--- config.mk ---
export PLATFORM = sky130hd
export DESIGN_NAME = chacha_stream_ctrl
export DESIGN_NICKNAME = d
export VERILOG_FILES = /design/src/rtl/chacha_stream_ctrl.sv
export SDC_FILE = /design/constraint.sdc
export NUM_CORES = 2
export LEC_CHECK = 0
export ABC_AREA = 1
export CORE_AREA = 2 2 720 722
export DETAILED_ROUTE_END_ITERATION = 16
export DIE_AREA = 0 0 722 724
export SYNTH_ARGS = -nofsm -noshare
export SYNTH_HDL_FRONTEND = slang
export SYNTH_SLANG_ARGS = --single-unit
--- constraint.sdc ---
create_clock -name clk -period 2.7 [get_ports clk]
set_clock_uncertainty 0.05 [all_clocks]
set_input_delay 0.405 -clock clk [delete_from_list [all_inputs] [get_ports clk]]
set_output_delay 0.405 -clock clk [all_outputs]
set_load 0.03 [all_outputs]
--- src/rtl/chacha_stream_ctrl.sv ---
// Stream wrapper around a ChaCha20 block core: packs 32-bit plaintext words into
// 512-bit blocks, sequences init/next requests, and serialises the XORed result.
module chacha_stream_ctrl (
    input  logic         clk,
    input  logic         reset_n,
    input  logic         start,
    input  logic [255:0] key_in,
    input  logic [63:0]  iv_in,
    input  logic [63:0]  ctr_in,
    input  logic         s_valid,
    output logic         s_ready,
    input  logic [31:0]  s_data,
    input  logic         s_last,
    output logic         m_valid,
    input  logic         m_ready,
    output logic [31:0]  m_data,
    output logic         m_last,
    output logic         core_init,
    output logic         core_next,
    output logic [255:0] core_key,
    output logic [63:0]  core_iv,
    output logic [63:0]  core_ctr,
    output logic [511:0] core_data,
    input  logic         core_ready,
    input  logic         core_valid,
    input  logic [511:0] core_dout,
    output logic         busy,
    output logic         done,
    output logic         ctr_wrap
);

    typedef enum logic [2:0] {IDLE, FILL, ISSUE, WAIT, DRAIN} state_t;

    state_t             state_q;
    // Element 0 of a [0:15] packed array occupies bits [511:480], matching word order.
    logic [0:15][31:0]  ibuf_q;
    logic [0:15][31:0]  obuf_q;
    logic [3:0]         wr_idx_q;
    logic [3:0]         rd_idx_q;
    logic [4:0]         n_words_q;
    logic               last_blk_q;
    logic               first_q;
    logic               init_q;
    logic               next_q;
    logic               busy_q;
    logic               done_q;
    logic               wrap_q;
    logic [255:0]       key_q;
    logic [63:0]        iv_q;
    logic [63:0]        ctr_q;

    logic               rd_at_end_d;
    logic               in_last_d;

    assign rd_at_end_d = ({1'b0, rd_idx_q} == (n_words_q - 5'd1));
    assign in_last_d   = (wr_idx_q == 4'd15) || s_last;

    always_ff @(posedge clk or negedge reset_n) begin
        if (!reset_n) begin
            state_q    <= IDLE;
            ibuf_q     <= '0;
            obuf_q     <= '0;
            wr_idx_q   <= '0;
            rd_idx_q   <= '0;
            n_words_q  <= '0;
            last_blk_q <= 1'b0;
            first_q    <= 1'b0;
            init_q     <= 1'b0;
            next_q     <= 1'b0;
            busy_q     <= 1'b0;
            done_q     <= 1'b0;
            wrap_q     <= 1'b0;
            key_q      <= '0;
            iv_q       <= '0;
            ctr_q      <= '0;
        end else begin
            init_q <= 1'b0;
            next_q <= 1'b0;
            done_q <= 1'b0;
            case (state_q)
                IDLE: begin
                    if (start) begin
                        key_q    <= key_in;
                        iv_q     <= iv_in;
                        ctr_q    <= ctr_in;
                        first_q  <= 1'b1;
                        wrap_q   <= 1'b0;
                        ibuf_q   <= '0;
                        wr_idx_q <= '0;
                        busy_q   <= 1'b1;
                        state_q  <= FILL;
                    end
                end
                FILL: begin
                    if (s_valid) begin
                        ibuf_q[wr_idx_q] <= s_data;
                        if (in_last_d) begin
                            n_words_q  <= {1'b0, wr_idx_q} + 5'd1;
                            last_blk_q <= s_last;
                            state_q    <= ISSUE;
                        end else begin
                            wr_idx_q <= wr_idx_q + 4'd1;
                        end
                    end
                end
                ISSUE: begin
                    if (core_ready) begin
                        init_q  <= first_q;
                        next_q  <= !first_q;
                        state_q <= WAIT;
                    end
                end
                WAIT: begin
                    if (core_valid) begin
                        obuf_q   <= core_dout;
                        rd_idx_q <= '0;
                        ctr_q    <= ctr_q + 64'd1;
                        if (&ctr_q) begin
                            wrap_q <= 1'b1;
                        end
                        first_q  <= 1'b0;
                        state_q  <= DRAIN;
                    end
                end
                DRAIN: begin
                    if (m_ready) begin
                        if (rd_at_end_d) begin
                            if (last_blk_q) begin
                                done_q  <= 1'b1;
                                busy_q  <= 1'b0;
                                state_q <= IDLE;
                            end else begin
                                ibuf_q   <= '0;
                                wr_idx_q <= '0;
                                state_q  <= FILL;
                            end
                        end else begin
                            rd_idx_q <= rd_idx_q + 4'd1;
                        end
                    end
                end
                default: state_q <= IDLE;
            endcase
        end
    end

    // Stream handshake signals decode directly from state and index registers.
    assign s_ready   = (state_q == FILL);
    assign m_valid   = (state_q == DRAIN);
    assign m_data    = m_valid ? obuf_q[rd_idx_q] : 32'd0;
    assign m_last    = m_valid && last_blk_q && rd_at_end_d;

    assign core_init = init_q;
    assign core_next = next_q;
    assign core_key  = key_q;
    assign core_iv   = iv_q;
    assign core_ctr  = ctr_q;
    assign core_data = ibuf_q;
    assign busy      = busy_q;
    assign done      = done_q;
    assign ctr_wrap  = wrap_q;

endmodule
Yosys cells after proc, flatten, opt, wreduce, memory -nomap -nowiden --
Cells that the tools add are included.
Cells by class: add/sub/neg operators 5, $lt $le $gt $ge 3, equal/unequal tests 18, multiplexer cells 55, bitwise logic cells 2, reduce and logical (&&, ||, !) cells 21
Operators with widths (number):
- two-way mux 512 bit | 5
- case mux 512 bit (3 select lines) | 1
- bitwise mux 512 bit | 1
- binary-select mux 32 bit (select 4 bit) | 1
- demux 32 bit (select 4 bit) | 1
- two-way mux 32 bit | 4
- two-way mux 64 bit | 2
- case mux 64 bit (2 select lines) | 1
- adder 64 x 1 -> 64 bit (second input constant) | 1
- AND reduction 64 bit | 1
- two-way mux 4 bit | 9
- two-way mux 3 bit | 7
- two-way mux 1 bit | 17
- inequality test 2 bit (second input constant) | 8
- case mux 3 bit (5 select lines) | 1
- AND reduction 7 bit | 2
- case mux 4 bit (3 select lines) | 1
- >= comparator 5 bit (second input constant) | 2
- inverter 4 -> 5 bit | 2
- adder 4 x 1 -> 4 bit (second input constant) | 2
- inequality test 2 x 1 -> 1 bit (second input constant) | 4
- case mux 4 bit (2 select lines) | 1
- AND reduction 4 bit | 2
- equality test 3 x 2 -> 1 bit (second input constant) | 2
- other kinds (18) | 26
Storage, ports and cells: flip-flop bits (word level) 1431, input bits 936, output and inout bits 936, logic and storage cells 150

Depth between registers and ports, before layout --
depth after elaboration 8, gate-level depth with buffers 14, gate-level depth less buffers 13

Worst setup path before layout --
No wires, ideal clock.
path kind register to output, start point reg rd_idx_q[0], end point out m_data[31], arrival time 2067 ps, slack 178 ps, cell stages (with the launch flop) 10, buffers on the path 4, cell sequence dfrtp_1 > buf_2 > inv_1 > buf_2 > clkbuf_1 > clkbuf_1 > o21ai_0 > nand3_1 > nand3_1 > a21oi_1
On the way: word-level cells in the longest chain between the ends 5
RTL lines:
- start, declared | line 39 | logic [3:0] rd_idx_q;
- start signal, assigned | line 138 | rd_idx_q <= rd_idx_q + 4'd1;
- inverter 4 -> 5 bit (not written as such) | line 150 | assign m_data = m_valid ? obuf_q[rd_idx_q] : 32'd0;
- binary-select mux 32 bit (select 4 bit) | line 150
- two-way mux 32 bit (not written as such) (2 in series) | line 150
- two-way mux 32 bit | line 150
- end, declared | line 16 | output logic [31:0] m_data,
No other way between the ends. The select of a mux whose other input is x is not followed.

Worst setup path after layout --
start point reg rd_idx_q[1], end point out m_data[6]
The elaborated chain is that of the path after synthesis.

==> results.json <==
{
  "leakage_nw": 49.6,
  "status": "complete, but fails checks",
  "crit_required_ns": 2.25,
  "synth_top_area_frac": 0.566,
  "final_hold_viol_count": 0,
  "grt_max_degree": 108,
  "ys_warn_count": 0,
  "hold_start": "core_dout[48]",
  "worst_setup_path_start_kind": "flop",
  "htreeDepth": 4,
  "violations": "setup timing",
  "synth_top_cell_by_area": "dfrtp_1",
  "synth.distinct_cells": 32,
  "grt_setup_unrepaired": "yes",
  "cap_violations": 0,
  "grt_pass1_vias": 67300,
  "clock_sinks": 1431,
  "ys_ff_latch": 1431,
  "maxSlewHeadroom": 0.248,
  "synth_edf_count": 0,
  "drcViolationCount": 0,
  "wl_met1_um": 181000,
  "via_per_inst": 3.95,
  "place_area_um2": 94500,
  "multi_input_area_um2": 24800,
  "ant_nets": 0,
  "postLayoutCoreUtil": 0.213,
  "syn_to_final_growth_pct": 73.0,
  "core_um2": 515000,
  "tritoncts": "done",
  "grt_pass1_wl_um": 611000,
  "layout_setup_ws_ns": -0.934,
  "finalCritPeriodShare": 1.35,
  "met2_length_um": 218000,
  "highest_layer": "met5",
  "finalMaxSlewViolations": 0,
  "worstHoldPathType": "in -> reg",
  "regArea_um2": 35800,
  "ys_seq_area_frac": 0.566,
  "pre_cts_ws_ns": -0.496,
  "setup_viol": 553,
  "track_usage": 0.171,
  "path_clk_slew_ns": 0.06,
  "synth.most_common_cell": "nand2_1",
  "dr.pass1.iters": 6,
  "clk_latency_ns": 0.86,
  "power_mw": 116,
  "layout.nets": 11400,
  "drive_gt1_frac": 0.117,
  "synth_common_cells": "nand2_1 (3,357), dfrtp_1 (1,431), o21ai_0 (605)",
  "cp_slowest_stage_delay_ns": 0.54,
  "cts-root-buf": "clkbuf_16",
  "cts_inserted_buffers": 183,
  "ios": 1872,
  "avgRoutedWirePerCell_um": 27.2,
  "antenna_found_initial": 165,
  "period_needed_ns": 3.63,
  "drt-total-wl_um": 475000,
  "p_per_area_nw_per_um2": 1060,
  "syn_avg_cell_area_um2": 8.10,
  "synthesis.area_um2": 63300,
  "die_w_um": 722,
  "hpwl_um": 369000,
  "synth_area_leaders": "dfrtp_1 (57%), nand2_1 (20%), nand4_1 (5.5%)",
  "rows": 264,
  "cp.arrival_ns": 3.18,
  "endpoint_kind": "output pin",
  "io_buffers": 1871,
  "syn_inst": 7818,
  "crit_path_top_delay_cell": "dfrtp_4",
  "nFillCells": 56500,
  "crit_type": "reg -> out",
  "die_h_um": 724,
  "overflow": 0,
  "drt-initial-drc-count": 7029,
  "cts_buffer_depth": 4,
  "ys.flop_type": "dfrtp_1",
  "path_cells": "buf_12 -> buf_12 -> a21oi_1 -> o21ai_1 -> buf_4 -> nand3_1 -> buf_4 -> nand3_1 -> a21oi_4 -> buf_4 -> buf_12",
  "die_area_um2": 523000,
  "fin_area_um2": 110000,
  "r2r_start": "rd_idx_q[0]$_DFFE_PN0P_",
  "max_freq_ghz": 0.275,
  "synthArstFlopShare": 1.00,
  "synth_fp_nets": 8761,
  "crit_start": "rd_idx_q[1]$_DFFE_PN0P_",
  "cp_max_fo": 16,
  "vias": 69000,
  "gp_congestion": 1.14,
  "worst_pin_slew_ns": 1.12,
  "vdd_ir_drop_max_v": 0.00117,
  "dr_wl_met3_um": 49700,
  "initial_core_util": 0.123
}
-- critical path, delay by kind of cell, from the launching register on --
kind,cells,cell delay [ns]
DFF,1,0.54
AOI/OAI and AO/OA,3,0.45
and+or+nand+nor,2,0.20
buffers and inverters,6,1.03
-- area by class of cell --
| class | count | share of cell area |
|---|---|---|
| clock buffers | 254 | 0.0472 |
| inverters | 378 | 0.0134 |
| multi-input cells | 5432 | 0.226 |
| well taps | 6783 | 0.0775 |
| repair buffers | 3029 | 0.299 |
| clock inverters | 72 | 0.00824 |
| flip-flops and latches | 1431 | 0.327 |
| diodes | 83 | 0.00190 |
-- sequential cells by signal, indices dropped and copies added (netlist names), 4 cells and up --
| register | flops |
|---|---|
| n_words_q | 5 |
| core_key | 256 |
| wr_idx_q | 4 |
| core_iv | 64 |
| core_data | 512 |
| core_ctr | 64 |
| rd_idx_q | 4 |
| obuf_q | 512 |
-- power by group --
part | internal [mW] | switching (mW) | total (mW) | leakage [nW]
Sequential | 28.2 | 4.47 | 32.6 | 18.6
Combinational | 19.5 | 38.8 | 58.2 | 28.0
Clock | 14.6 | 11.0 | 25.6 | 2.97
Total | 62.3 | 54.2 | 116 | 49.6
-- metrics by stage --
step	hold WS (ns)	setup TNS, ns	cells
detailed placement	0.374	-15.74	16400
CTS	0.000343	-72.55	17300
global placement	0.370	-16.95	16400
floorplan	0.0594	0	7818
global route	0.0161	-234.77	17400
finish	0.0937	-168.06	17500
-- timing repair --
action / in CTS / in global routing
hold buffers: 526 / 0
buffers inserted: 34 / 29
hold endpoints to repair: 1000 / 0
resized for setup: 311 / 195
pin swaps: 38 / 65
gates cloned: 21 / 34
endpoints found under the setup margin: 186 / 574
-- cells in the final DEF, fill, tap and decap left out, types with 14 or more instances in the layout --
| master | synthesis | routed |
|---|---|---|
| a21oi_1 | 302 | 240 |
| nor2_4 | 1 | 40 |
| o21ai_0 | 605 | 524 |
| nor2_1 | 272 | 220 |
| nor2_2 | 1 | 14 |
| clkdlybuf4s50_1 | 0 | 1728 |
| buf_6 | 3 | 62 |
| inv_1 | 372 | 367 |
| a21oi_4 | 0 | 22 |
| clkinv_2 | 0 | 26 |
| nand2_1 | 3357 | 3348 |
| clkbuf_1 | 309 | 39 |
| clkbuf_16 | 0 | 210 |
| buf_4 | 20 | 371 |
| nor3_1 | 14 | 14 |
| o21ai_1 | 2 | 67 |
| dlygate4sd3_1 | 0 | 526 |
| nand3_1 | 259 | 206 |
| buf_16 | 0 | 29 |
| buf_12 | 0 | 223 |
| xor2_1 | 19 | 19 |
| dfrtp_1 | 1431 | 1425 |
| a21oi_2 | 0 | 40 |
| diode_2 | 0 | 83 |
| buf_8 | 0 | 20 |
| dlygate4sd2_1 | 0 | 41 |
| nand4_1 | 558 | 558 |
| nand3_2 | 1 | 46 |
| clkbuf_8 | 0 | 32 |
-- worst paths after layout --
| check | end | cells past startpoint | slack [ns] |
|---|---|---|---|
| max in group asynchronous | core_data[183]$_DFFE_PN0P_ | 3 | 1.33 |
| hold reg to reg | core_next$_DFF_PN0_ | 1 | 0.38 |
| hold / removal | obuf_q[48]$_DFFE_PN0P_ | 3 | 0.09 |
| setup reg to reg | core_data[234]$_DFFE_PN0P_ | 19 | -0.43 |
| setup / recovery | m_data[6] | 11 | -0.93 |
| min in group asynchronous | core_data[230]$_DFFE_PN0P_ | 2 | 0.28 |
-- per-layer routing --
metal	vias to the layer above	track usage
met5	-	0
met4	38	0.0829
met3	853	0.0598
met2	3613	0.277
met1	33800	0.201
li1	30600	-
-- cell families after synthesis --
logic type / Yosys count / synth area share
AO/OA/AOI/OAI: 916 / 0.0726
XOR/XNOR: 27 / 0.00373
adder cells (fa/ha/maj): 7 / 0.00138
buffers and inverters: 955 / 0.0624
AND/OR/NAND/NOR: 4482 / 0.294
flip-flops: 1431 / 0.566
Power figures use the tool's default switching activity.
